File: src/rtl/imu_frame_parser.sv
// Parses framed IMU samples (0xAA 0x55, 12 payload bytes, additive checksum) from a UART byte stream
// and presents the last good frame as six sign-extended 32-bit words, with health counters.
module imu_frame_parser #(
  parameter int TIMEOUT_CLKS = 8680
) (
  input  logic        clk,
  input  logic        reset,
  input  logic        rx_dv,
  input  logic [7:0]  rx_byte,
  output logic [31:0] ax,
  output logic [31:0] ay,
  output logic [31:0] az,
  output logic [31:0] gx,
  output logic [31:0] gy,
  output logic [31:0] gz,
  output logic        data_ready,
  output logic        in_sync,
  output logic [7:0]  cksum_err_cnt,
  output logic [7:0]  timeout_cnt,
  output logic [15:0] frame_cnt
);

  localparam int GAP_W = $clog2(TIMEOUT_CLKS + 1);
  localparam logic [GAP_W-1:0] GAP_LIMIT = GAP_W'(TIMEOUT_CLKS);

  typedef enum logic [1:0] {WAIT_H1, WAIT_H2, PAYLOAD, CHECKSUM} state_t;

  state_t            state_q, state_d;
  logic [3:0]        idx_q, idx_d;
  logic [7:0]        sum_q, sum_d;
  logic [GAP_W-1:0]  gap_q, gap_d;
  logic [7:0]        shadow_q [12];
  logic [7:0]        shadow_d [12];
  logic [31:0]       out_q [6];
  logic [31:0]       out_d [6];
  logic [31:0]       frame_word [6];
  logic              data_ready_q, data_ready_d;
  logic              in_sync_q, in_sync_d;
  logic [7:0]        cksum_err_cnt_q, cksum_err_cnt_d;
  logic [7:0]        timeout_cnt_q, timeout_cnt_d;
  logic [15:0]       frame_cnt_q, frame_cnt_d;
  logic              gap_expired;

  // Each little-endian int16 pair in the shadow buffer becomes one sign-extended output word.
  genvar gi;
  generate
    for (gi = 0; gi < 6; gi++) begin : g_word
      assign frame_word[gi] = {{16{shadow_q[2*gi+1][7]}}, shadow_q[2*gi+1], shadow_q[2*gi]};
    end
  endgenerate

  always_comb begin
    state_d         = state_q;
    idx_d           = idx_q;
    sum_d           = sum_q;
    shadow_d        = shadow_q;
    out_d           = out_q;
    data_ready_d    = 1'b0;
    cksum_err_cnt_d = cksum_err_cnt_q;
    timeout_cnt_d   = timeout_cnt_q;
    frame_cnt_d     = frame_cnt_q;
    gap_expired     = 1'b0;

    if (state_q == WAIT_H1 || rx_dv) begin
      gap_d = '0;
    end else begin
      gap_d       = gap_q + 1'b1;
      gap_expired = (gap_d == GAP_LIMIT);
    end

    // A byte arriving on the expiry cycle wins over the timeout.
    if (rx_dv) begin
      case (state_q)
        WAIT_H1: begin
          if (rx_byte == 8'hAA) state_d = WAIT_H2;
        end
        WAIT_H2: begin
          if (rx_byte == 8'h55) begin
            state_d = PAYLOAD;
            idx_d   = 4'd0;
            sum_d   = 8'd0;
          end else if (rx_byte != 8'hAA) begin
            state_d = WAIT_H1;
          end
        end
        PAYLOAD: begin
          shadow_d[idx_q] = rx_byte;
          sum_d           = sum_q + rx_byte;
          idx_d           = idx_q + 4'd1;
          if (idx_q == 4'd11) state_d = CHECKSUM;
        end
        CHECKSUM: begin
          state_d = WAIT_H1;
          if (rx_byte == sum_q) begin
            for (int k = 0; k < 6; k++) out_d[k] = frame_word[k];
            data_ready_d = 1'b1;
            frame_cnt_d  = frame_cnt_q + 16'd1;
          end else if (cksum_err_cnt_q != 8'hFF) begin
            cksum_err_cnt_d = cksum_err_cnt_q + 8'd1;
          end
        end
        default: state_d = WAIT_H1;
      endcase
    end else if (gap_expired) begin
      state_d = WAIT_H1;
      gap_d   = '0;
      if (timeout_cnt_q != 8'hFF) timeout_cnt_d = timeout_cnt_q + 8'd1;
    end

    in_sync_d = (state_d == PAYLOAD) || (state_d == CHECKSUM);
  end

  always_ff @(posedge clk) begin
    if (reset) begin
      state_q         <= WAIT_H1;
      idx_q           <= '0;
      sum_q           <= '0;
      gap_q           <= '0;
      data_ready_q    <= 1'b0;
      in_sync_q       <= 1'b0;
      cksum_err_cnt_q <= '0;
      timeout_cnt_q   <= '0;
      frame_cnt_q     <= '0;
      for (int k = 0; k < 12; k++) shadow_q[k] <= '0;
      for (int k = 0; k < 6; k++) out_q[k] <= '0;
    end else begin
      state_q         <= state_d;
      idx_q           <= idx_d;
      sum_q           <= sum_d;
      gap_q           <= gap_d;
      data_ready_q    <= data_ready_d;
      in_sync_q       <= in_sync_d;
      cksum_err_cnt_q <= cksum_err_cnt_d;
      timeout_cnt_q   <= timeout_cnt_d;
      frame_cnt_q     <= frame_cnt_d;
      shadow_q        <= shadow_d;
      out_q           <= out_d;
    end
  end

  assign ax            = out_q[0];
  assign ay            = out_q[1];
  assign az            = out_q[2];
  assign gx            = out_q[3];
  assign gy            = out_q[4];
  assign gz            = out_q[5];
  assign data_ready    = data_ready_q;
  assign in_sync       = in_sync_q;
  assign cksum_err_cnt = cksum_err_cnt_q;
  assign timeout_cnt   = timeout_cnt_q;
  assign frame_cnt     = frame_cnt_q;

endmodule

File: config.mk
export PLATFORM = sky130hd
export DESIGN_NAME = imu_frame_parser
export DESIGN_NICKNAME = d
export VERILOG_FILES = /design/src/rtl/imu_frame_parser.sv
export SDC_FILE = /design/constraint.sdc
export NUM_CORES = 1
export LEC_CHECK = 0
export ABC_CLOCK_PERIOD_IN_PS = 6930
export CAP_MARGIN = 10
export CORE_ASPECT_RATIO = 1.1
export CORE_MARGIN = 4
export CORE_UTILIZATION = 45
export CTS_CLUSTER_DIAMETER = 80
export DETAILED_ROUTE_END_ITERATION = 8
export PLACE_DENSITY = 0.73
export SYNTH_ARGS = -nofsm -noshare
export SYNTH_HDL_FRONTEND = slang
export SYNTH_SLANG_ARGS = --single-unit
File: constraint.sdc
create_clock -name clk -period 6.93 [get_ports clk]
set_input_delay 1.386 -clock clk [delete_from_list [all_inputs] [get_ports clk]]
set_output_delay 1.386 -clock clk [all_outputs]
set_load 0.1 [all_outputs]
==> metrics.cfg, run 1 <==
[critical_path]
path_buf_inv = 2
worstPathCellList = clkdlybuf4s50_1, ha_1, nor4_1, and4b_4, buf_4, nand2_1, a21oi_1
cpLargestDelayFamily = buffers and inverters
cp.required_ns = 7.37
cp_slowest_stage_delay_ns = 0.89
cp-startpoint = rx_byte[5]
end_kind = flop
reg2reg_depth = 8
worstSetupStartpointType = primary input
cp-endpoint = ax[14]$_SDFFE_PP0P_
cp_max_fo = 59
cp_slowest_cell = clkdlybuf4s50_1
reg2reg_slack_ns = 3.95
cp_num_cells = 7
r2r_end = gap_q[13]$_SDFF_PP0_
worstPathArrival_ns = 4.85
worst-setup-path-type = in -> reg
timing.rr.start = gap_q[0]$_SDFF_PP0_

[synth]
synthSimpleGateAreaFrac = 0.2322
synth-seq-cells = 254
ys_top_cells_by_area = dfxtp_1 48%, nand2_1 10%, a21oi_1 8.6%
ys_seq_area_frac = 0.4775
synth-edff-count = 0
avgSynthCellArea_um2 = 8.210
async_flop_share = 0
synthesis.nets = 1324
synth_compound_area_frac = 0.1059
synth_top_family_by_area = simple AND/OR/NAND/NOR gates
synthAdderAreaFrac = 0.01950
muxShareOfSynthArea = 0.03525
netlist.area_leader.share = 0.4775
yosysTopAreaCell = dfxtp_1
syn_inst = 1297
syn-cell-area_um2 = 10650
synthXorXnorAreaFrac = 0.02961
yosys.cell_types.count = 55
yosys_warnings = 0
synthFlopType = dfxtp_1

[die]
row_count = 58
die_w_um = 154.7
dieHeight_um = 169.3
io_pins = 237
initial_core_util = 0.4615
core_um2 = 23080
die_area_um2 = 26190

[sta]
skew_ns = 0.02254
period_minus_slack_ns = 4.403
setup_viol = 0
hold_viol = 0
worstMarginPinSlew_ns = 1.125
fin_ws_ns = 2.527
rsz0062_at_grt = false
final.setup.tns_ns = 0
finalCritPeriodShare = 0.6353
hold_slack_ns = 0.4420
fmax_mhz = 227.1
slew_violations = 0
slew_headroom = 0.2451

[clock_network]
cts_made_buffers = 25
clock-root-buffer = clkbuf_16
htreeDepth = 1
cts_setup_buffers = 0
clock_latency_ns = 0.52
cts_hold_buf = 0
ctsResizeCount = 0
clkTransAtPathRegs_ns = 0.06
cts_tree = built
cts_buffer_depth = 3
clock_sinks = 254

[power]
power.internal_mw = 2.240
combPwrFrac = 0.020
p_switching_uw = 589.0
p_clk_frac = 0.464
p_leak_nw = 4.330
p_per_area_nw_per_um2 = 213.4
sequentialPowerShare = 0.516
ir_drop_mv = 0.1508
swShare = 0.2082

[place]
io_buffers = 236
dp_hpwl_um = 16980
preCtsSetupSlack_ns = 2.041
gp_congestion = 0.8358
placed_cell_area_um2 = 12450

[drt]
wl_per_cell_um = 15.24
dr.pass1.iters = 5
drc_errors = 0
drtIter0Drc = 552
ant_nets = 0
vias_per_cell = 5.201
drt-total-wl_um = 26050
vias = 8889

[cells_and_area]
area_growth_pct = 24.47
nFillCells = 2066
fin_area_um2 = 13260
diodes = 0
drive_above_1_share = 0.04329
postLayoutCoreUtil = 0.5744
fin_nets = 1419

[global_route]
grt-ovfl-total = 0
grt_pass1_vias = 8323
grt_max_degree = 112
grt_first_pass_wirelength_um = 42390
antenna_found_initial = 0
grt_usage = 0.1908

[hold_path]
hold_depth = 2
hold_class = reg -> reg

[run]
max_cap_viol_count = 0

[status]
status = completed

## worst min-delay path by stage
stage	startpoint	slack, ns	end
2_1_floorplan	frame_word[96]$_SDFFE_PP0P_	0.43	az[0]$_SDFFE_PP0P_
3_3_place_gp	frame_word[76]$_SDFFE_PP0P_	0.44	gx[12]$_SDFFE_PP0P_
3_5_place_dp	frame_word[37]$_SDFFE_PP0P_	0.45	gy[5]$_SDFFE_PP0P_
4_1_cts	frame_word[13]$_SDFFE_PP0P_	0.44	gz[13]$_SDFFE_PP0P_
5_1_grt	frame_word[13]$_SDFFE_PP0P_	0.46	gz[13]$_SDFFE_PP0P_
6_report	frame_word[13]$_SDFFE_PP0P_	0.44	gz[13]$_SDFFE_PP0P_
## cell usage after synthesis, types with 14 or more instances
master and n:
buf_4 96, a21oi_1 182, xnor2_1 15, xor2_1 21, clkbuf_1 77, nand3_1 85, nor3_1 14, ha_1 15
mux2i_1 33, nand2_1 297, dfxtp_1 254, nor2_1 88
## registers in the layout, summed over array words and instances (netlist names)
name           count
timeout_cnt        8
frame_word        96
ax                16
gy                16
gx                16
gap_q             14
cksum_err_cnt      8
ay                16
sum_q              8
idx_q              4
data_ready         1
state_q            2
gz                16
az                16
frame_cnt         16
in_sync            1
## power by group through the flow
stage / clock [mW] / combinational [mW] / sequential (mW)
finish: 1.31 / 0.0556 / 1.46
global route: 1.40 / 0.0605 / 1.46
CTS: 1.34 / 0.0553 / 1.46
detailed placement: 0 / 0.0553 / 1.49
global placement: 0 / 0.0545 / 1.49
floorplan: 0 / 0.0340 / 1.49
## tightest hold or removal path: stages (launching register included)
cell and delay [ns]:
dfxtp_1 0.31, nand2_1 0.05, a21oi_1 0.05
## placed cells by master, fill, tap and decap left out, drive strengths merged, types with 7 or more instances in the layout
| cell type | count |
|---|---|
| clkdlybuf4s50 | 235 |
| o21ai | 9 |
| mux2i | 33 |
| nand4 | 13 |
| nor3 | 14 |
| clkbuf | 40 |
| a21oi | 182 |
| nor4 | 7 |
| dfxtp | 254 |
| inv | 11 |
| xor2 | 21 |
| and3 | 10 |
| nand3 | 86 |
| xnor2 | 15 |
| nand2 | 297 |
| nor2 | 88 |
| ha | 15 |
| buf | 10 |
## cell type report
| cell class | count | area [um2] | area share |
|---|---|---|---|
| clock buffers | 40 | 782.0 | 0.05900 |
| clock inverters | 4 | 23.77 | 0.001793 |
| inverters | 10 | 37.54 | 0.002832 |
| multi-input cells | 856 | 4521 | 0.3410 |
| flip-flops and latches | 254 | 5085 | 0.3836 |
| well taps | 300 | 375.4 | 0.02832 |
| repair buffers | 245 | 2431 | 0.1834 |
## per-layer routing
layer  GRT usage  share of wire  vias to the layer above
li1            -              -                     4430
met1      0.2426           0.44                     4133
met2      0.3343           0.48                      284
met3     0.03341          0.062                       42
met4     0.05338          0.021                        0
met5           0              0                        -
## kinds of logic after synthesis
family          after synthesis
simple gates                557
flops                       254
compound gates              210
buf+inv                     187
mux                          37
xor+xnor                     36
fa+ha+maj                    16
## metrics by stage
stage / cells / total power [mW]
floorplan: 1297 / 1.526
global placement: 1665 / 1.547
detailed placement: 1665 / 1.548
CTS: 1709 / 2.859
global route: 1709 / 2.921
finish: 1709 / 2.829
No activity file was read; power rests on OpenSTA's default activity.
==> run 2: changes to the inputs <==
--- a/config.mk
+++ b/config.mk
@@ -5,14 +5,14 @@
 export SDC_FILE = /design/constraint.sdc
 export NUM_CORES = 1
 export LEC_CHECK = 0
-export ABC_CLOCK_PERIOD_IN_PS = 6930
+export ABC_CLOCK_PERIOD_IN_PS = 3640
 export CAP_MARGIN = 10
 export CORE_ASPECT_RATIO = 1.1
 export CORE_MARGIN = 4
 export CORE_UTILIZATION = 45
 export CTS_CLUSTER_DIAMETER = 80
 export DETAILED_ROUTE_END_ITERATION = 8
-export PLACE_DENSITY = 0.73
+export PLACE_DENSITY = 0.75
 export SYNTH_ARGS = -nofsm -noshare
 export SYNTH_HDL_FRONTEND = slang
 export SYNTH_SLANG_ARGS = --single-unit
==> constraint.sdc (replaced) <==
create_clock -name clk -period 3.64 [get_ports clk]
set_input_delay 0.728 -clock clk [delete_from_list [all_inputs] [get_ports clk]]
set_output_delay 0.728 -clock clk [all_outputs]
set_load 0.1 [all_outputs]
==> metrics.cfg, run 2 (synthesis gave the netlist of run 1 again) <==
[place]
io_buffers = 236  ; unchanged
preCtsSetupSlack_ns = 0.07205  ; was 2.041 ns
gp_congestion = 0.8299  ; was 0.8358
dp_hpwl_um = 16800  ; was 16,980 um

[drt]
drt-total-wl_um = 26210  ; was 26,050 um
ant_nets = 0  ; unchanged
drtIter0Drc = 466  ; was 552
vias_per_cell = 5.171  ; was 5.201
dr.pass1.iters = 5  ; unchanged
vias = 8909  ; was 8,889
drc_errors = 0  ; unchanged
wl_per_cell_um = 15.21  ; was 15.24 um

[global_route]
grt_max_degree = 116  ; was 112
grt-ovfl-total = 0  ; unchanged
grt_first_pass_wirelength_um = 42510  ; was 42,390 um
grt_use_met1 = 0.2366  ; was 0.2426
grt_usage = 0.1926  ; was 0.1908
grt.met3_usage = 0.03392  ; was 0.03341
grt_pass1_vias = 8357  ; was 8,323
antenna_found_initial = 0  ; unchanged
busiest_layer = met2  ; unchanged
grtUsageMet2 = 0.3446  ; was 0.3343

[sta]
slew_headroom = 0.2578  ; was 0.2451
setup_viol = 0  ; unchanged
finalCritPeriodShare = 0.8357
rsz0062_at_grt = false  ; unchanged
skew_ns = 0.008936  ; was 0.02254 ns
fin_ws_ns = 0.5979  ; was 2.527 ns
worstMarginPinSlew_ns = 1.106  ; was 1.125 ns
final.setup.tns_ns = 0  ; unchanged
period_minus_slack_ns = 3.042
fmax_mhz = 328.7
slew_violations = 0  ; unchanged
hold_viol = 0  ; unchanged

[die]
die_area_um2 = 26190  ; unchanged
die_w_um = 154.7  ; unchanged
row_count = 58  ; unchanged
initial_core_util = 0.4615  ; unchanged
core_um2 = 23080  ; unchanged
dieHeight_um = 169.3  ; unchanged
io_pins = 237  ; unchanged

[cells_and_area]
drive_above_1_share = 0.1265  ; was 0.04329
multi_input_area_um2 = 4521  ; unchanged
diodes = 0  ; unchanged
final_cell_mix = 297 x nand2_1, 254 x dfxtp_1, 182 x a21oi_1  ; was 297 x nand2_1, 254 x dfxtp_1, 235 x clkdlybuf4s50_1
fin_nets = 1431  ; was 1,419
largest_register_ffs = 96  ; unchanged
seq_area_um2 = 5085  ; unchanged
layout_commonest_cell = nand2_1  ; unchanged
nFillCells = 2096  ; was 2,066
area_growth_pct = 23.67  ; was 24.47%

[status]
status = completed  ; unchanged

[clock_network]
clkTransAtPathRegs_ns = 0.06  ; about the same
cts_tree = built  ; unchanged
cts_hold_buf = 0  ; unchanged
cts_buffer_depth = 3  ; unchanged
clock-root-buffer = clkbuf_16  ; unchanged
cts_made_buffers = 25  ; unchanged
clock_sinks = 254  ; unchanged
clock_latency_ns = 0.52  ; about the same
htreeDepth = 1  ; unchanged
cts_setup_buffers = 0  ; unchanged
ctsResizeCount = 0  ; unchanged

[critical_path]
cp.required_ns = 4.09  ; was 7.37 ns
worstSetupStartpointType = primary input  ; unchanged
cp_max_fo = 5  ; was 59
cpLargestDelayFamily = simple AND/OR/NAND/NOR gates  ; was buffers and inverters
path_buf_inv = 1  ; was 2
cp_slowest_stage_delay_ns = 0.60  ; was 0.89 ns
worstPathArrival_ns = 3.49  ; was 4.85 ns
worstPathCellList = clkdlybuf4s50_1, ha_1, nor4_1, and3_1, nand2b_4, or4_1, or3_1, a21oi_1  ; was clkdlybuf4s50_1, ha_1, nor4_1, and4b_4, buf_4, nand2_1, a21oi_1
end_kind = flop  ; unchanged
worst-setup-path-type = in -> reg  ; unchanged
cp_slowest_cell = or4_1  ; was clkdlybuf4s50_1

[power]
ir_drop_mv = 0.4145  ; was 0.1508 mV
p_per_area_nw_per_um2 = 419.8  ; was 213.4 nW/um2
p_leak_nw = 4.630  ; was 4.330 nW

[hold_path]
hold_class = reg -> reg  ; unchanged

[run]
max_cap_viol_count = 0  ; unchanged

[run 2: path summary, 6_finish.rpt]
path	depth (start not counted)	start	to	slack (ns)
hold reg to reg	2	frame_word[8]$_SDFFE_PP0P_	gz[8]$_SDFFE_PP0P_	0.45
hold / removal	2	frame_word[8]$_SDFFE_PP0P_	gz[8]$_SDFFE_PP0P_	0.45
setup / recovery	8	rx_byte[0]	frame_cnt[15]$_SDFFE_PP0P_	0.60
setup reg to reg	8	gap_q[0]$_SDFF_PP0_	timeout_cnt[7]$_SDFFE_PP0P_	0.92
[run 2: stage by stage]
step / cells / cell area, um2 / util / hold slack [ns] / power (mW)
after floorplan: 1297 / 10650 / - / 0.4313 / 2.906
after global placement: 1677 / 12320 / 0.5338 / 0.4388 / 2.957
after detailed placement: 1677 / 12320 / 0.5338 / 0.4456 / 2.957
after CTS: 1723 / 13170 / 0.5707 / 0.4514 / 5.587
after global routing: 1723 / 13170 / 0.5707 / 0.4592 / 5.707
final: 1723 / 13170 / 0.5707 / 0.4491 / 5.529
[run 2: per-layer routing]
layer  vias up  wire, um
met5         -         0
met4         0       687
met3        46      1785
met2       282     12920
met1      4138     10820
li1       4443         -
[run 2: report_power, final]
part           switching, mW  leakage (nW)  internal [mW]  total (mW)
Combinational         0.0873          2.17         0.0285       0.116
Clock                   1.08         0.419           1.55        2.63
Sequential         0.0000332          2.04           2.78        2.78
Total                   1.17          4.63           4.36        5.53
[run 2: cell type report]
| type | count | area share |
|---|---|---|
| Sequential cell | 254 | 0.3861 |
| Multi-Input combinational cell | 856 | 0.3432 |
| Timing Repair Buffer | 257 | 0.1747 |
| Clock buffer | 35 | 0.05567 |
| Tap cell | 300 | 0.02850 |
| Clock inverter | 11 | 0.008930 |
| Inverter | 10 | 0.002850 |
[run 2: tightest hold or removal path: cells and delay by family (launching register included)]
family             cells  cell delay (ns)
AOI/OAI and AO/OA      1             0.05
DFF                    1             0.31
and+or+nand+nor        1             0.05
==> run 3: changes to the inputs <==
--- a/config.mk
+++ b/config.mk
@@ -5,14 +5,14 @@
 export SDC_FILE = /design/constraint.sdc
 export NUM_CORES = 1
 export LEC_CHECK = 0
-export ABC_CLOCK_PERIOD_IN_PS = 3640
+export ABC_CLOCK_PERIOD_IN_PS = 2800
 export CAP_MARGIN = 10
 export CORE_ASPECT_RATIO = 1.1
 export CORE_MARGIN = 4
 export CORE_UTILIZATION = 45
 export CTS_CLUSTER_DIAMETER = 80
 export DETAILED_ROUTE_END_ITERATION = 8
-export PLACE_DENSITY = 0.75
+export PLACE_DENSITY = 0.73
 export SYNTH_ARGS = -nofsm -noshare
 export SYNTH_HDL_FRONTEND = slang
 export SYNTH_SLANG_ARGS = --single-unit
==> constraint.sdc (replaced) <==
create_clock -name clk -period 2.8 [get_ports clk]
set_input_delay 0.56 -clock clk [delete_from_list [all_inputs] [get_ports clk]]
set_output_delay 0.56 -clock clk [all_outputs]
set_load 0.1 [all_outputs]
==> metrics.cfg, run 3 (synthesis gave the netlist of run 1 again) <==
[drt]
drc_errors = 0  ; unchanged
wl_per_cell_um = 15.21  ; about the same
ant_nets = 0  ; unchanged
vias_per_cell = 5.120  ; was 5.171
drtIter0Drc = 437  ; was 466
dr.pass1.iters = 5  ; unchanged
drt-total-wl_um = 26550  ; was 26,210 um
vias = 8939  ; was 8,909

[place]
io_buffers = 236  ; unchanged
dp_hpwl_um = 17420  ; was 16,800 um
placed_cell_area_um2 = 12240  ; was 12,320 um2
gp_congestion = 0.9218  ; was 0.8299

[die]
die_area_um2 = 26190  ; unchanged
core_um2 = 23080  ; unchanged
dieHeight_um = 169.3  ; unchanged
die_w_um = 154.7  ; unchanged
initial_core_util = 0.4615  ; unchanged
io_pins = 237  ; unchanged
row_count = 58  ; unchanged

[critical_path]
r2r_end = frame_cnt[15]$_SDFFE_PP0P_  ; was timeout_cnt[7]$_SDFFE_PP0P_
end_kind = flop  ; unchanged
cp_num_cells = 8  ; unchanged
path_buf_inv = 1  ; unchanged
cp_slowest_cell = or4_1  ; unchanged
cp.required_ns = 3.25  ; was 4.09 ns
cp_max_fo = 3  ; was 5
worstSetupStartpointType = primary input  ; unchanged
reg2reg_depth = 7  ; was 8
timing.rr.start = sum_q[4]$_SDFFE_PP0P_  ; was gap_q[0]$_SDFF_PP0_
cp-startpoint = rx_byte[4]  ; was rx_byte[0]
worstPathArrival_ns = 3.16  ; was 3.49 ns
cp-endpoint = frame_cnt[15]$_SDFFE_PP0P_  ; unchanged
cp_slowest_stage_delay_ns = 0.54  ; was 0.60 ns
reg2reg_slack_ns = 0.26  ; was 0.92 ns
worstPathCellList = clkdlybuf4s50_1, ha_1, nor4_1, and3_1, nand2b_4, or4_1, or3_1, a21oi_1  ; unchanged
cpLargestDelayFamily = simple AND/OR/NAND/NOR gates  ; unchanged
worst-setup-path-type = in -> reg  ; unchanged

[sta]
final.setup.tns_ns = 0  ; unchanged
slew_headroom = 0.2933  ; was 0.2578
hold_viol = 0  ; unchanged
skew_ns = 0.01336  ; was 0.008936 ns
fmax_mhz = 369.6
period_minus_slack_ns = 2.706
slew_violations = 0  ; unchanged
setup_viol = 0  ; unchanged
finalCritPeriodShare = 0.9663
rsz0062_at_grt = false  ; unchanged
worstMarginPinSlew_ns = 1.060  ; was 1.106 ns

[power]
p_per_area_nw_per_um2 = 564.4  ; was 419.8 nW/um2
ir_drop_mv = 0.5605  ; was 0.4145 mV
p_leak_nw = 5.048  ; was 4.630 nW

[clock_network]
htreeDepth = 1  ; unchanged
clock_latency_ns = 0.53  ; was 0.52 ns
cts_tree = built  ; unchanged
cts_buffer_depth = 3  ; unchanged
clock_sinks = 254  ; unchanged
clkTransAtPathRegs_ns = 0.06  ; about the same
cts_made_buffers = 26  ; was 25
clock-root-buffer = clkbuf_16  ; unchanged

[hold_path]
hold_class = reg -> reg  ; unchanged

[cells_and_area]
fin_nets = 1453  ; was 1,431
layout_commonest_cell = nand2_1  ; unchanged
area_growth_pct = 23.77  ; was 23.67%
largest_register_ffs = 96  ; unchanged
diodes = 0  ; unchanged
final_cell_mix = 297 x nand2_1, 259 x buf_4, 254 x dfxtp_1  ; was 297 x nand2_1, 254 x dfxtp_1, 182 x a21oi_1
drive_above_1_share = 0.2268  ; was 0.1265
fin_area_um2 = 13180  ; was 13,170 um2

[global_route]
grt_first_pass_wirelength_um = 42590  ; was 42,510 um
grt-ovfl-total = 0  ; unchanged
grt_max_degree = 99  ; was 116
grt_usage = 0.1928  ; was 0.1926
antenna_found_initial = 1  ; was 0
grt_pass1_vias = 8421  ; was 8,357

[status]
status = completed  ; unchanged

[run]
max_cap_viol_count = 0  ; unchanged

run 3: changes by cell type in the layout (fill, tap and decap cells not counted), sizes merged:
cell           previous run  this run
bufinv                    2         3
clkinvlp                  2         1
buf                     125       269
clkinv                    6         7
clkbuf                   35        37
inv                      11        10
clkdlybuf4s50           132         9
run 3: worst min path at each step:
stage / startpoint / to / slack (ns) / depth (start not counted)
3_5_place_dp: frame_word[111]$_SDFFE_PP0P_ / az[15]$_SDFFE_PP0P_ / 0.45 / 2
2_1_floorplan: frame_word[96]$_SDFFE_PP0P_ / az[0]$_SDFFE_PP0P_ / 0.43 / 2
6_report: frame_word[7]$_SDFFE_PP0P_ / gz[7]$_SDFFE_PP0P_ / 0.45 / 2
5_1_grt: frame_word[7]$_SDFFE_PP0P_ / gz[7]$_SDFFE_PP0P_ / 0.46 / 2
3_3_place_gp: frame_word[105]$_SDFFE_PP0P_ / az[9]$_SDFFE_PP0P_ / 0.44 / 2
4_1_cts: frame_word[106]$_SDFFE_PP0P_ / az[10]$_SDFFE_PP0P_ / 0.45 / 2
run 3: power breakdown:
part	internal [mW]	total [mW]	leakage, nW	switching, mW
logic	0.0449	0.164	2.54	0.119
registers	3.61	3.61	2.04	0.0000435
clock network	2.22	3.66	0.461	1.44
total	5.88	7.44	5.05	1.56
run 3: layer usage:
metal / vias up / global-route usage / share of wire / routed length (um)
li1: 4492 / - / - / -
met5: - / 0 / 0.00049 / 13
met3: 44 / 0.03443 / 0.064 / 1710
met1: 4146 / 0.2418 / 0.43 / 11330
met2: 255 / 0.3433 / 0.49 / 12930
met4: 2 / 0.04992 / 0.021 / 567
run 3: timing repair:
action / in CTS / in global routing
setup buffers: 0 / 0
gates resized for setup: 0 / 1
hold buffers: 0 / 0
endpoints found under the setup margin: 0 / 2
run 3: worst register-to-register path: cells and delay by family (launching register included):
kind	cells	cell delay [ns]
fa+ha+maj	1	0.32
simple gates	5	1.69
compound gates	1	0.14
flops	1	0.33
run 3: per-stage QoR:
stage | setup WS, ns | power (mW) | std cells | hold WS (ns) | util
after CTS | 0.06266 | 7.531 | 1746 | 0.4477 | 0.5709
after global placement | -0.3407 | 3.856 | 1698 | 0.4362 | 0.5306
after floorplan | 0.1072 | 3.778 | 1297 | 0.4313 | -
final | 0.09443 | 7.439 | 1746 | 0.4464 | 0.5711
after detailed placement | -0.4328 | 3.858 | 1698 | 0.4464 | 0.5306
after global routing | 0.06143 | 7.683 | 1746 | 0.4600 | 0.5711
run 3: area by class of cell:
cell class,count,area (um2)
Clock buffer,37,782.0
Clock inverter,11,147.6
Fill cell,2127,9897
Inverter,10,37.54
Multi-Input combinational cell,856,4527
Sequential cell,254,5085
Tap cell,300,375.4
Timing Repair Buffer,278,2226
